## src/rtl/patp_pkg.sv

```systemverilog
// ---------------------------------------------------------------------------
// patp_pkg
//   Shared constants for the PATP core control path.
//   - Opcode encodings carried in IR[7:5].
//   - ALU function select encodings driven by the control sequencer.
//   - Control sequencer state encoding.
//   - Small opcode classification helpers used by the sequencer decode.
// ---------------------------------------------------------------------------
package patp_pkg;

    // Opcodes (IR[7:5])
    localparam logic [2:0] OP_STOP  = 3'b000;
    localparam logic [2:0] OP_LOAD  = 3'b001;
    localparam logic [2:0] OP_STORE = 3'b010;
    localparam logic [2:0] OP_ADD   = 3'b011;
    localparam logic [2:0] OP_SUB   = 3'b100;
    localparam logic [2:0] OP_JMP   = 3'b101;
    localparam logic [2:0] OP_JGE   = 3'b110;
    localparam logic [2:0] OP_JNE   = 3'b111;

    // ALU function select
    localparam logic [1:0] ALU_PASS = 2'b00;  // result = MBR
    localparam logic [1:0] ALU_ADD  = 2'b01;  // result = acc + MBR
    localparam logic [1:0] ALU_SUB  = 2'b10;  // result = acc - MBR

    // Sequencer states. Codes 9..15 are unused and recover to IDLE.
    typedef enum logic [3:0] {
        ST_IDLE   = 4'd0,
        ST_FETCH0 = 4'd1,
        ST_FETCH1 = 4'd2,
        ST_FETCH2 = 4'd3,
        ST_DECODE = 4'd4,
        ST_EXEC0  = 4'd5,
        ST_EXEC1  = 4'd6,
        ST_EXEC2  = 4'd7,
        ST_HALT   = 4'd8
    } seq_state_e;

    // Opcodes that finish in DECODE and go straight back to fetch.
    function automatic logic is_jump(input logic [2:0] op);
        return (op == OP_JMP) || (op == OP_JGE) || (op == OP_JNE);
    endfunction

    // ALU function for the accumulator-writing opcodes. Anything else
    // falls back to PASS; EXEC2 is only reached by LOAD/ADD/SUB.
    function automatic logic [1:0] alu_for_op(input logic [2:0] op);
        case (op)
            OP_ADD:  return ALU_ADD;
            OP_SUB:  return ALU_SUB;
            default: return ALU_PASS;
        endcase
    endfunction

endpackage

```

## src/rtl/control_sequencer.sv

```systemverilog
// ---------------------------------------------------------------------------
// control_sequencer
//   Fetch/decode/execute FSM for the PATP core. Produces one-cycle enable
//   pulses that the datapath samples on the next rising clk.
//
//   Ports
//     clk, rst      clock; asynchronous active-high reset (forces IDLE)
//     run           level, sampled only in IDLE to start fetching
//     ir_opcode     IR[7:5], stable from DECODE to end of instruction
//     acc_z, acc_n  accumulator zero / negative flags, used only in DECODE
//     clk_mar       MAR load enable
//     mar_sel       MAR source: 0 = PC, 1 = IR[4:0]
//     pc_inc        PC <= PC + 1
//     pc_load       PC <= IR[4:0]
//     clk_ir        IR <= MBR
//     clk_mbr       MBR <= memory data
//     mem_rd        memory read strobe
//     mem_wr        memory write strobe (data = accumulator)
//     clk_acc       accumulator <= ALU result
//     alu_op        ALU function select (see patp_pkg)
//     halted        high in HALT
//
//   Handshake: there is none; every enable is a single-cycle pulse decoded
//   from the registered state, and the datapath acts on it at the next edge.
//   Outputs are combinational from state_q (plus opcode/flags), so an async
//   reset drops every enable, including mem_wr, at the instant it asserts.
// ---------------------------------------------------------------------------
module control_sequencer
    import patp_pkg::*;
(
    input  logic       clk,
    input  logic       rst,
    input  logic       run,
    input  logic [2:0] ir_opcode,
    input  logic       acc_z,
    input  logic       acc_n,
    output logic       clk_mar,
    output logic       mar_sel,
    output logic       pc_inc,
    output logic       pc_load,
    output logic       clk_ir,
    output logic       clk_mbr,
    output logic       mem_rd,
    output logic       mem_wr,
    output logic       clk_acc,
    output logic [1:0] alu_op,
    output logic       halted
);

    seq_state_e state_q;
    seq_state_e state_d;

    always_ff @(posedge clk or posedge rst) begin
        if (rst) begin
            state_q <= ST_IDLE;
        end else begin
            state_q <= state_d;
        end
    end

    // Next-state and output decode
    always_comb begin
        state_d = state_q;
        clk_mar = 1'b0;
        mar_sel = 1'b0;
        pc_inc  = 1'b0;
        pc_load = 1'b0;
        clk_ir  = 1'b0;
        clk_mbr = 1'b0;
        mem_rd  = 1'b0;
        mem_wr  = 1'b0;
        clk_acc = 1'b0;
        alu_op  = ALU_PASS;
        halted  = 1'b0;

        case (state_q)
            ST_IDLE: begin
                if (run) begin
                    state_d = ST_FETCH0;
                end
            end
            ST_FETCH0: begin
                clk_mar = 1'b1;           // MAR <= PC
                state_d = ST_FETCH1;
            end
            ST_FETCH1: begin
                mem_rd  = 1'b1;
                clk_mbr = 1'b1;
                pc_inc  = 1'b1;
                state_d = ST_FETCH2;
            end
            ST_FETCH2: begin
                clk_ir  = 1'b1;
                state_d = ST_DECODE;
            end
            ST_DECODE: begin
                if (ir_opcode == OP_STOP) begin
                    state_d = ST_HALT;
                end else if (is_jump(ir_opcode)) begin
                    // Conditional jumps look at the flags left by the
                    // previous instruction's EXEC2.
                    case (ir_opcode)
                        OP_JGE:  pc_load = ~acc_n;
                        OP_JNE:  pc_load = ~acc_z;
                        default: pc_load = 1'b1;
                    endcase
                    state_d = ST_FETCH0;
                end else begin
                    state_d = ST_EXEC0;
                end
            end
            ST_EXEC0: begin
                clk_mar = 1'b1;           // MAR <= IR[4:0]
                mar_sel = 1'b1;
                state_d = ST_EXEC1;
            end
            ST_EXEC1: begin
                if (ir_opcode == OP_STORE) begin
                    mem_wr  = 1'b1;
                    state_d = ST_FETCH0;
                end else begin
                    mem_rd  = 1'b1;
                    clk_mbr = 1'b1;
                    state_d = ST_EXEC2;
                end
            end
            ST_EXEC2: begin
                clk_acc = 1'b1;
                alu_op  = alu_for_op(ir_opcode);
                state_d = ST_FETCH0;
            end
            ST_HALT: begin
                halted  = 1'b1;           // only rst leaves HALT
                state_d = ST_HALT;
            end
            default: begin
                state_d = ST_IDLE;
            end
        endcase
    end

endmodule

```

## config.mk

```make
export PLATFORM = sky130hd
export DESIGN_NAME = control_sequencer
export DESIGN_NICKNAME = d
export VERILOG_FILES = /design/src/rtl/patp_pkg.sv /design/src/rtl/control_sequencer.sv
export SDC_FILE = /design/constraint.sdc
export NUM_CORES = 1
export LEC_CHECK = 0
export CORE_AREA = 8 8 45 47
export DETAILED_ROUTE_END_ITERATION = 10
export DIE_AREA = 0 0 53 55
export GPL_TIMING_DRIVEN = 0
export PLACE_DENSITY = 0.73
export SLEW_MARGIN = 5
export SYNTH_ARGS = -nofsm -noshare
export SYNTH_HDL_FRONTEND = slang
export SYNTH_SLANG_ARGS = --single-unit
```

## constraint.sdc

```tcl
create_clock -name clk -period 1.6 [get_ports clk]
set_clock_uncertainty 0.15 [all_clocks]
set_input_delay 0.24 -clock clk [delete_from_list [all_inputs] [get_ports clk]]
set_output_delay 0.24 -clock clk [all_outputs]
set_load 0.03 [all_outputs]
```

# After elaboration in Yosys (flattened, before gate mapping)
# Cells that the tools add are included.
# totals
register_bits,4
inputBits,8
out_inout_bits,12
# classes
eq_ne,15
n_mux,21
bitwise_logic,2
reduce_logical,5
# ops
op,count
4-bit one-hot mux with 9 select lines,1
4-bit by 3-bit == test with 1-bit output (second input constant),4
3-bit == test (second input constant),4
1-bit 2-to-1 mux,12
4-bit by 2-bit == test with 1-bit output (second input constant),2
4-bit 2-to-1 mux,2
3-bit by 2-bit == test with 1-bit output (second input constant),2
3-bit 2-to-1 mux,2
4-bit by 1-bit == test with 1-bit output (second input constant),1
4-bit == test (second input constant),1
4-bit logical NOT,1
1-bit one-hot mux with 2 select lines,2
2-bit one-hot mux with 2 select lines,1
3-bit logical NOT,1
1-bit logical OR,2
2-bit 2-to-1 mux,1
2-bit != test (second input constant),1
1-bit NOT,2
2-bit OR reduction,1

# Depth between registers and ports, before layout
# Gate-level depths: netlist of run 1.
# logic_depth
ltp_word,6
depth_mapped,4
ltp_nobuf,3

# Worst setup path after synthesis of run 1
# No wires, ideal clock.
# synth_path
path_kind,flip-flop to output port
startpoint,register state_q[0]
endpoint,output port halted
t_arrival_ns,1.609
required_ns,1.210
slack_ns,-0.399
path_stages_with_launch,3
path_buffers,1
cell_sequence,dfrtp_1 > clkbuf_8 > nor4b_1
# synth_between
elab_chain_cells,2
# synth_rtl
element,line,text
from (decl),control_sequencer.sv:50,seq_state_e state_q;
from (signal assigned),control_sequencer.sv:57,state_q <= state_d;
4-bit == test,control_sequencer.sv:76,case (state_q)
1-bit 2-to-1 mux,control_sequencer.sv:76,
to (decl),control_sequencer.sv:47,output logic halted
# Every way passes these cells.

# Worst setup path in the final report of run 1
# layout_path
startpoint,register state_q[2]
endpoint,output port mem_rd
# layout_between
elab_chain_cells,2
# layout_rtl
element,line,text
4-bit by 3-bit == test with 1-bit output or 4-bit by 2-bit == test with 1-bit output (tied branches),control_sequencer.sv:76,
1-bit one-hot mux with 2 select lines (*),control_sequencer.sv:76,
to (decl),control_sequencer.sv:43,"output logic mem_rd,"
# Every way passes the cells marked *; elsewhere a longest branch is shown, timed or not.

==> impl_metrics.toml, run 1 <==
[placement]
port_buffers = 19
dp_hpwl_um = 845
placed_cell_area_um2 = 624
place.gp.congestion = 0.857
dp_cells = 82

[worst_setup_path]
cp_common_cell = "buf_6"
critPathTopFamily = "simple AND/OR/NAND/NOR gates"
crit_buf_inv = 2
setup.worst_path.end_class = "output port"
reg2reg_from = "state_q[0]$_DFFE_PP0P_"
r2r_cells = 4
cp_max_fo = 3
slowest_delay_ps = 480
crit_cells = 4
crit_start = "state_q[2]$_DFFE_PP0P_"
cpMaxStageDelayCell = "or4bb_4"
worstSetupPathType = "flip-flop to output port"
startpoint_type = "flip-flop"
crit_arrival_ps = 1470
rrSetupSlack_ps = 50
path_cells = "or4bb_4, and3_4, buf_6, buf_6"
r2r-end = "state_q[2]$_DFFE_PP0P_"
required_ps = 1210

[cts]
clockBufferDepth = 2
cts-root-buf = "clkbuf_4"
numCtsBuffers = 3
h-tree-depth = 1
clock_sinks = 4
cts_tree = "yes"
cts_hold_buf = 0
clock_latency_ps = 230
path_clk_slew_ps = 40

[drt]
dr.pass1.iters = 4
drc = 0
drtAntennaViolNets = 0
drt_wl_total_mm = 1.47
drtIter0Drc = 4
wl_per_cell_um = 15.1
vias = 480
drt-vias-per-instance = 4.95

[yosys]
netlist_area_um2 = 370
ys_types = 28
synth_top_family_by_area = "simple AND/OR/NAND/NOR gates"
yosysSeqAreaShare = 0.270
syn_nets = 55
ys_ff_latch = 4
syn_inst = 47
synth_area_leaders = "dfrtp_1 (27%), nor2_1 (8.1%), nand2_1 (6.1%), a21oi_1 (4.1%), clkbuf_8 (3.7%)"
synth-xor-area-share = 0.0236
synth_fa_ha_area_frac = 0
synth-compound-area-share = 0.122
syn_area_per_cell_um2 = 7.88
yosys.area_share.simple = 0.432
synthMuxAreaShare = 0.0304
yosys_warnings = 0
synth_top_cell_by_area = "dfrtp_1"
yosysTopAreaCellShare = 0.270

[cells_and_area]
final_core_util = 0.627
largest_registers = "state_q x4"
largest_reg_flops = 4
drive_above_1_share = 0.667
area_growth_syn_to_layout_pct = 134
fill_cells = 122
final_cells = 97
fin_area_um2 = 868
insertedDiodeCount = 0
final_nets = 91
top_register = "state_q"

[floorplan]
boundaryPins = 20
die_area_um2 = 2920
initial_core_util = 0.268
rows = 14
core-area_um2 = 1380
die_y_um = 55
die_w_um = 53

[grt]
grt_pass1_wl_mm = 1.93
grt_pass1_vias = 486
overflow = 0
antenna_found_initial = 0
grt_max_degree = 11
grt_use_total = 0.0866

[worst_hold_path]
hp-class = "input pin to async pin"

[outcome]
status = "complete, but fails checks"
violations = "setup timing"

[timing]
period_share = 1.16
rsz0062_at_grt = "true"
fin_hold_ws_ps = 34.2
fin_ws_ps = -260
hold_violations = 0
setup_violations = 11
worst_pin_slew_ps = 358
max-slew-margin-rel = 0.755
fin_tns_setup_ps = -1530
max_freq_mhz = 538
period_needed_ps = 1860
final-max-slew-violation-count = 0

[job]
cap_violations = 0

[power_and_ir_drop]
vdd_drop_max_uv = 945
powerDensity_nw_per_um2 = 1820
leakagePower_nw = 0.361
## synthesized netlist by cell type (all sizes together)
cell type and count:
a2111oi 1, a21oi 3, a221oi 1, a22oi 1, and2 1, and3 2
buf 2, clkbuf 2, dfrtp 4, inv 2, mux2 1, nand2 6
nand2b 1, nand3 1, nand3b 1, nor2 8, nor3 2, nor4 2
nor4b 1, o21ai 1, or4b 2, or4bb 1, xor2 1
## final cells by class
class | instances | area (um2) | area share
plain buffers | 4 | 51.3 | 0.0591
clock buffers | 3 | 22.5 | 0.0259
inverters | 2 | 12.5 | 0.0144
multi-input cells | 37 | 348 | 0.401
flip-flops and latches | 4 | 101 | 0.117
well taps | 16 | 20.0 | 0.0231
repair buffers | 31 | 313 | 0.360
## per-stage QoR
step / setup slack (ps) / total power (W)
5_1_grt: -288 / 0.00167
4_1_cts: -262 / 0.00120
2_1_floorplan: -273 / 0.000733
3_5_place_dp: -1210 / 0.000980
3_3_place_gp: -1200 / 0.000967
6_report: -260 / 0.00158
## how the worst max path moves through the flow
stage / endpoint / slack (ps)
after global routing: mem_rd / -290
after floorplan: mar_sel / -270
after CTS: mem_rd / -260
after detailed placement: mem_rd / -1210
after global placement: mem_rd / -1200
final: mem_rd / -260
## power breakdown
group	switching [W]	internal, W	total, W	leakage, nW
clock network	0.0000365	0.0000836	0.000120	0.0138
registers	0.0000313	0.000144	0.000176	0.0484
logic	0.000680	0.000607	0.00129	0.298
## cell usage in the layout (no fill, tap or decap), types with 2 or more instances in the layout
cell,n
a21oi_1,2
buf_4,9
clkbuf_4,3
buf_6,15
clkdlybuf4s15_2,3
clkdlybuf4s50_1,4
dfrtp_1,3
nand2_1,5
and3_4,2
nor2_1,4
nor2_4,4
## what timing repair did
item | in CTS | in global routing
buffers inserted | 4 | 8
setup endpoints to repair | 16 | 11
pin swaps | 4 | 5
resized for setup | 102 | 21
## kinds of logic after synthesis
group	Yosys count
AOI/OAI and AO/OA	7
buffers and inverters	6
DFF	4
and+or+nand+nor	28
muxes	1
xor gates and xnor gates	1
## worst register-to-register path: cells and delay by family, from the launching register on
| kind | cells | cell delay, ps |
|---|---|---|
| AO/OA/AOI/OAI | 2 | 210 |
| AND/OR/NAND/NOR | 1 | 530 |
| buffers and inverters | 1 | 140 |
| flip-flops | 1 | 390 |
## per-layer routing
| metal | track usage | vias to the layer above | routed length, um |
|---|---|---|---|
| li1 | - | 238 | - |
| met1 | 0.0936 | 229 | 592 |
| met2 | 0.143 | 13 | 797 |
| met3 | 0.0187 | 0 | 77 |
| met4 | 0.0733 | 0 | 0 |
| met5 | 0 | - | 0 |
Power figures use the tool's default switching activity.
==> run 2, diff against run 1 <==
CAP_MARGIN = 15   (was not set)
CORE_AREA = 2 2 39 41   (was 8 8 45 47)
DIE_AREA = 0 0 41 43   (was 0 0 53 55)
==> run 2 against run 1 <==
Compared with the run above:
- the run still ends with setup timing left
- core utilization is 1.9 points higher
- first-iteration DRC count up 25%
- via count is 0.21% lower
- routed wire length fell by 3.7%
- combinational power grew 5%
- worst setup slack got worse by 1.7 ps
- cell count rose by 2.1%
- die area fell by 40%
==> impl_metrics.toml, run 2 (synthesis gave the netlist of run 1 again) <==
[worst_hold_path]
hp-class = "input pin to async pin"

[timing]
worst_pin_slew_ps = 295
period_needed_ps = 1860
hold_violations = 0
max_freq_mhz = 537
setup_violations = 12
period_share = 1.16
final-max-slew-violation-count = 0
max-slew-margin-rel = 0.803
rsz0062_at_grt = "true"
fin_ws_ps = -261

[drt]
wl_met1_um = 565
wl_per_cell_um = 14.3
dr.pass1.iters = 2
drt_wl_total_mm = 1.41
drt-vias-per-instance = 4.84
vias = 479
drc = 0
route.met3.wl_um = 32
routed.top_layer = "met4"
drtIter0Drc = 5
dr_wl_met2_um = 796
drtAntennaViolNets = 0

[cts]
cts-root-buf = "clkbuf_4"
clock_latency_ps = 230
cts_hold_buf = 0
clockBufferDepth = 2
path_clk_slew_ps = 40
cts_tree = "yes"
clock_sinks = 4
h-tree-depth = 1
numCtsBuffers = 3

[cells_and_area]
insertedDiodeCount = 0
area_growth_syn_to_layout_pct = 142
final_nets = 93
layout_commonest_cell = "buf_6"
largest_reg_flops = 4
top_register = "state_q"
final_core_util = 0.646
fin_area_um2 = 895
drive_above_1_share = 0.759
fill_cells = 116
mostFrequentLayoutCells = "buf_6 (18), buf_4 (9), nor2_4 (4), clkdlybuf4s50_1 (4)"
largest_registers = "state_q x4"

[worst_setup_path]
startpoint_type = "flip-flop"
critPathTopFamily = "simple AND/OR/NAND/NOR gates"
worstSetupPathType = "flip-flop to output port"
cpMaxStageDelayCell = "or4bb_4"
slowest_delay_ps = 480
cp_max_fo = 3
crit_buf_inv = 2
setup.worst_path.end_class = "output port"
cp_common_cell = "buf_6"
crit_arrival_ps = 1470
required_ps = 1210
path_cells = "or4bb_4, and3_4, buf_6, buf_6"

[power_and_ir_drop]
finalPower_w = 0.00166
leakagePower_nw = 0.378
vdd_drop_max_uv = 861
powerDensity_nw_per_um2 = 1860

[floorplan]
rows = 14
die_w_um = 41
boundaryPins = 20
die_area_um2 = 1760
core-area_um2 = 1380
die_y_um = 43
initial_core_util = 0.268

[grt]
grt_max_degree = 11
overflow = 0
grt_pass1_wl_mm = 2.07
antenna_found_initial = 0
grt_pass1_vias = 451
grt_use_total = 0.176

[outcome]
status = "complete, but fails checks"
violations = "setup timing"

[placement]
dp_hpwl_um = 728
placed_cell_area_um2 = 624
port_buffers = 19
place.gp.congestion = 0.805

[job]
cap_violations = 0
## run 2: cell count changes in the layout (fill, tap and decap cells not counted), sizes merged
cell           change
clkdlybuf4s15      -2
buf                +4
## run 2: worst paths after layout
| check | endpoint | cells after the start | start | slack (ps) |
|---|---|---|---|---|
| worst max register to register | state_q[3]$_DFFE_PP0P_ | 5 | state_q[2]$_DFFE_PP0P_ | -20 |
| max in group asynchronous | state_q[3]$_DFFE_PP0P_ | 2 | rst | 1110 |
| worst min-delay path | state_q[0]$_DFFE_PP0P_ | 2 | rst | 30 |
| worst min register to register | state_q[1]$_DFFE_PP0P_ | 2 | state_q[3]$_DFFE_PP0P_ | 440 |
| worst max-delay path | mem_rd | 4 | state_q[2]$_DFFE_PP0P_ | -260 |
| min in group clk | state_q[2]$_DFFE_PP0P_ | 3 | ir_opcode[2] | 360 |
## run 2: area by class of cell
cell class / count / area (um2) / share of cell area
sequential: 4 / 101 / 0.113
inverter: 2 / 10.0 / 0.0112
tap: 16 / 20.0 / 0.0224
buffer: 4 / 51.3 / 0.0573
timing repair buffer: 33 / 314 / 0.351
multi-input combinational: 37 / 375 / 0.420
clock buffer: 3 / 22.5 / 0.0252
## run 2: worst register-to-register path, cell delays in order (launching register included)
cell and delay [ps]:
dfrtp_1 340, buf_4 110, buf_6 90, or4b_4 460, mux2_2 290, nor3_2 100
## run 2: routing by layer
metal	up-vias	track usage
li1	238	-
met1	227	0.227
met2	12	0.263
met3	2	0.0314
met4	0	0.100
met5	-	0
## run 2: what timing repair did
item                                    in CTS  in global routing
setup buffers                               11                  3
endpoints found under the setup margin      16                 14
hold endpoints to repair                     0                  0
gates resized for setup                    116                 20
cloned                                       0                  0
pin swaps                                    5                  8
## run 2: power breakdown
part	switching (W)	total (W)	internal (W)
Sequential	0.0000303	0.000174	0.000144
Clock	0.0000399	0.000124	0.0000838
Combinational	0.000706	0.00136	0.000657
Total	0.000776	0.00166	0.000885
## run 2: per-stage QoR
| stage | hold WS, ps | std cells | setup WS (ps) | setup TNS [ps] |
|---|---|---|---|---|
| after detailed placement | 276 | 82 | -1200 | -8930 |
| final | 32.6 | 99 | -261 | -1760 |
| after global routing | 62.7 | 99 | -315 | -2480 |
| after floorplan | -144 | 47 | -273 | -743 |
| after global placement | 273 | 82 | -1200 | -8800 |
| after CTS | 23.6 | 96 | -247 | -1280 |
==> RTL change 1 (settings of run 1) <==
Re-encode `seq_state_e` (9 states) as Gray code, 4 bits wide.
--- a/src/rtl/patp_pkg.sv
+++ b/src/rtl/patp_pkg.sv
@@ -27,11 +27,11 @@
     typedef enum logic [3:0] {
-        ST_IDLE   = 4'd0,
-        ST_FETCH0 = 4'd1,
-        ST_FETCH1 = 4'd2,
-        ST_FETCH2 = 4'd3,
-        ST_DECODE = 4'd4,
-        ST_EXEC0  = 4'd5,
-        ST_EXEC1  = 4'd6,
-        ST_EXEC2  = 4'd7,
-        ST_HALT   = 4'd8
+        ST_IDLE   = 4'b0000,
+        ST_FETCH0 = 4'b0001,
+        ST_FETCH1 = 4'b0011,
+        ST_FETCH2 = 4'b0010,
+        ST_DECODE = 4'b0110,
+        ST_EXEC0  = 4'b0111,
+        ST_EXEC1  = 4'b0101,
+        ST_EXEC2  = 4'b0100,
+        ST_HALT   = 4'b1100
     } seq_state_e;
Behaviour: same outputs for any inputs over 10 cycles, from zero or initial values and one cycle with rst high; not proved beyond that.
==> RTL change 1 against run 1 <==
Sequential share of layout area rose by 1.7 points; utilization shrank 6.7 points; critical path depth unchanged; final area shrank 11%; power shrank 5.9%; setup slack gained 0.10 ns; critical path type unchanged; sequential power is 27% higher; sequential cell count stayed put; the run still ends with negative setup slack left; wire length fell by 14%; first-iteration DRC count decreased by 25%; area after synthesis is 2.0% higher.
==> RTL change 1: results (changes against run 1) <==
| Metric | Value |
|---|---|
| FF+latch area | 104 sq um (+2.5%) |
| Routed vias/inst | 5.03 (+1.7%) |
| Port Buffers | 17 (-2) |
| Placement Cell Area | 621 sq um (-0.60%) |
| Failing checks | negative setup slack |
| Status | finished, violations left |
| Met2 wire length | 621 um (-22%) |
| Clk tree area frac | 2.90% (+0.31 points) |
| Cells on worst reg2reg path | 3 (-1) |
| Dpl ws | -0.924 ns (+0.282 ns) |
| Inverters | 3 (+1) |
| R2R Path Start | state_q[1]$_DFFE_PP0P_ |
| Critical path data arrival time | 1.37 ns (-0.10 ns) |
| Final Non-Filler Cells | 91 (-6.2%) |
| Fill cells | 125 (+2.5%) |
| Wire per inst | 13.9 um (-8.2%) |
| Fraction of layout cells with a size suffix above 1 | 64.0% (-2.7 points) |
| Non-Clock Buffer Area Fraction | 32.9% (-9.0 points) |
| VDD IR-drop max | 0.000651 V (-31%) |
| Number of setup buffers added after CTS | 6 (+2) |
| Largest net degree at the start of global routing | 10 (-1) |
| Hpwl dp | 803 um (-4.9%) |
| Routed wl met3 | 167 um (+120%) |
| GRT met3 Usage | 5.61% (+3.7 points) |
| All-layer global routing usage | 9.91% (+1.2 points) |
| Post-synthesis sequential area ratio | 26.5% (-0.54 points) |
| Syn avg cell area | 7.56 sq um (-4.1%) |
| Final Util | 56.1% (-6.7 points) |
| Final setup viols | 10 (-1) |
| Multi-input gates | 38 (+2.7%) |
| Library cells used by synthesis | 26 (-7.1%) |
| Met1 usage | 10.8% (+1.5 points) |
| Leading post-synthesis cells by instance count | 4 x and3_1, 4 x dfrtp_1, 4 x nand2_1 |
| Syn_nets | 58 (+5.5%) |
| CP max stage delay | 0.40 ns (-0.08 ns) |
| PnR worst setup slack | -0.156 ns (+0.104 ns) |
| Crit path to | alu_op[1] |
| Slowest-stage cell, CP | dfrtp_1 |
| Repair and plain buffers | 27 (-23%) |
| Reg-to-reg slack, setup | -0.01 ns (-0.06 ns) |
| Worst slew pin tran | 0.302 ns (-0.0563 ns) |
| WHS | 0.0337 ns (-0.000449 ns) |
| M1 WL | 473 um (-20%) |
| Wire length of the first global-routing pass | 2150 um (+11%) |
| Number of global-route vias before repair | 499 (+2.7%) |
| Multi-input gate area | 363 sq um (+4.3%) |
| DRT iter0 DRCs | 3 (-1) |
| Net Sw Power | 685 uW (-8.5%) |
| Nets | 85 (-6.6%) |
| Dpl cells | 83 (+1.2%) |
| GP Congestion | 0.770 (-10%) |
==> RTL change 1: cell count changes after synthesis, moves of 2 or more <==
cell,change
nor2b_1,+3
nor3b_1,+3
nor3_1,+2
and3_1,+3
nand2_1,-2
a21oi_1,-2
nor2_1,-5
clkbuf_1,+2
==> RTL change 1: kinds of logic (layout without fill, tap and decap cells) <==
family | Yosys count | count (layout) | share of synthesized area, %
AO/OA/AOI/OAI | 6 | 6 | 10.9
buffers and inverters | 8 | 33 | 10.3
flip-flops | 4 | 4 | 26.5
multiplexers | 1 | 1 | 2.65
AND/OR/NAND/NOR | 31 | 31 | 49.7
==> RTL change 1: power by group through the flow <==
stage / combinational (mW) / clock (mW) / sequential [mW]
global placement: 0.873 / 0 / 0.174
global route: 1.22 / 0.134 / 0.235
CTS: 1.04 / 0.127 / 0.220
floorplan: 0.624 / 0 / 0.166
detailed placement: 0.880 / 0 / 0.177
finish: 1.14 / 0.124 / 0.224
==> RTL change 2 (flow settings as in run 1) <==
Made on the original files. Register the input `run` before use, without a reset. The logic sees it one clock later. The other inputs are not delayed to match.
--- a/src/rtl/control_sequencer.sv
+++ b/src/rtl/control_sequencer.sv
@@ -49,2 +49,8 @@
 
+    logic run_q;
+
+    always_ff @(posedge clk) begin
+        run_q <= run;
+    end
+
     seq_state_e state_q;
@@ -77,3 +83,3 @@
             ST_IDLE: begin
-                if (run) begin
+                if (run_q) begin
                     state_d = ST_FETCH0;
Check against the original RTL: not equivalent (Yosys sat finds a counterexample within 4 cycles, from zero or initial values and one cycle with rst high).
==> RTL change 2 against run 1 <==
The run still ends with negative setup slack left; first-iteration DRC count grew 25%; sequential cell count is 1 higher; area after synthesis grew 12%; count of clock-buffer cells in the layout up 1; die area is the same; wire length decreased by 14%; power shrank 11%; non-clock buffer count decreased by 2; setup slack improved by 0.037 ns; final cell count unchanged; fmax up 2.0%; clock power increased by 23%; final area is 11% lower; critical path type unchanged; critical endpoint unchanged; largest cell class unchanged.
==> RTL change 2: results (changes against run 1) <==
| Metric | Value |
|---|---|
| Worst Path Max Fanout | 4 (+1) |
| Regs by FF count | state_q (4), run_q (1) |
| Port Buffers | 19 (unchanged) |
| Syn_nets | 57 (+3.6%) |
| Rel. slew slack | 75.1% (-0.37 points) |
| GP Congestion | 0.751 (-12%) |
| All-layer global routing usage | 7.61% (-1.1 points) |
| Post-synthesis sequential area ratio | 29.0% (+2.0 points) |
| Max Buffers Root-to-Sink | 2 (unchanged) |
| Top FF cell, synth | dfrtp_1 |
| Placement Cell Area | 652 sq um (+4.4%) |
| Nets | 90 (-1.1%) |
| Clock latency on the worst-skew pair | 0.25 ns (+0.02 ns) |
| Reg clk slew, reported paths | 0.05 ns |
| Fraction of layout cells with a size suffix above 1 | 54.3% (-12 points) |
| Dpl ws | -0.916 ns (+0.290 ns) |
| FFs w/ async S/R, synth | 80.0% (-20 points) |
| Largest net degree at the start of global routing | 11 (unchanged) |
| Hold crit path type | input port to asynchronous set/reset pin |
| Slowest-stage cell, CP | dfrtp_1 |
| ANT cells | 0 (unchanged) |
| Synth Warn # | 0 (unchanged) |
| Wire length of the first global-routing pass | 1700 um (-12%) |
| VDD IR-drop max | 0.000737 V (-22%) |
| Wire per inst | 12.9 um (-14%) |
| Lkg Pwr | 0.368 nW (+2.0%) |
| H-Tree Depth | 1 (unchanged) |
| Status | finished, violations left |
| Initial antenna violation count | 0 (unchanged) |
| # DRC | 0 (unchanged) |
| CP max stage delay | 0.39 ns (-0.09 ns) |
| Routed vias/inst | 4.82 (-2.5%) |
| Largest cells by area after synthesis | dfrtp_1 24%, nor3_1 7.3%, a21oi_1 6.0%, buf_6 5.4%, dfxtp_1 4.8% |
| Critical path's top delay family | buffers and inverters |
| Final setup TNS | -1.22 ns (+0.315 ns) |
| Leading post-synthesis cells by instance count | 6 x nor3_1, 5 x a21oi_1, 4 x dfrtp_1, 4 x inv_1, 3 x nor2_1 |
| CTS Buf Count | 3 (unchanged) |
| DRT iter0 DRCs | 5 (+1) |
| Library cells used by synthesis | 28 (unchanged) |
| Final setup viols | 9 (-2) |
| PnR worst setup slack | -0.223 ns (+0.0367 ns) |
| CTS Root Cell | clkbuf_4 |
| DRT Pass-1 Iters | 4 (unchanged) |
| Number of global-route vias before repair | 432 (-11%) |
| Failing checks | negative setup slack |
[RTL change 2: layout make-up]
cell class,count,area [sq um]
plain buffers,5,56.3
clock buffers,4,26.3
fillers,132,613
inverters,4,15.0
multi-input cells,35,293
flip-flops and latches,5,120
well taps,16,20.0
repair buffers,28,240
[RTL change 2: kinds of logic after synthesis]
logic type | Yosys count | share of synthesized area [%]
AND/OR/NAND/NOR | 23 | 36.9
AO/OA/AOI/OAI | 12 | 18.4
buffers and inverters | 9 | 15.7
flip-flops | 5 | 29.0
[RTL change 2: what timing repair did]
action	in CTS	in global routing
hold endpoints to repair	0	0
buffers inserted	0	8
cloned	1	0
pin swaps	3	1
gates resized for setup	88	6
setup endpoints to repair	12	12
[RTL change 2: layer usage]
layer / wire [um] / vias to the layer above / global-route usage (%)
met2: 638 / 19 / 12.5
met3: 98 / 2 / 3.74
li1: - / 233 / -
met1: 498 / 214 / 8.41
met4: 19 / 0 / 2.59
met5: 0 / - / 0
[RTL change 2: per-stage QoR]
step / util, % / cells
finish: 55.7 / 97
global route: 55.7 / 97
CTS: 50.5 / 89
detailed placement: 47.1 / 84
global placement: 47.1 / 84
floorplan: - / 49
[RTL change 2: final timing paths]
check / from / endpoint / slack (ns) / cells past startpoint
max in group asynchronous: rst / state_q[0]$_DFFE_PP0P_ / 1.09 / 2
min in group clk: run / run_q$_DFF_P_ / 0.30 / 1
min reg2reg: run_q$_DFF_P_ / state_q[0]$_DFFE_PP0P_ / 0.34 / 1
min: rst / state_q[1]$_DFFE_PP0P_ / 0.03 / 2
max reg2reg: state_q[2]$_DFFE_PP0P_ / state_q[1]$_DFFE_PP0P_ / 0.27 / 5
max: state_q[2]$_DFFE_PP0P_ / mem_rd / -0.22 / 6
[RTL change 2: where the power goes]
group	switching [mW]	leakage (nW)	internal (mW)
clock	0.0534	0.0150	0.0944
combinational	0.544	0.295	0.526
sequential	0.0237	0.0581	0.171
total	0.622	0.368	0.791
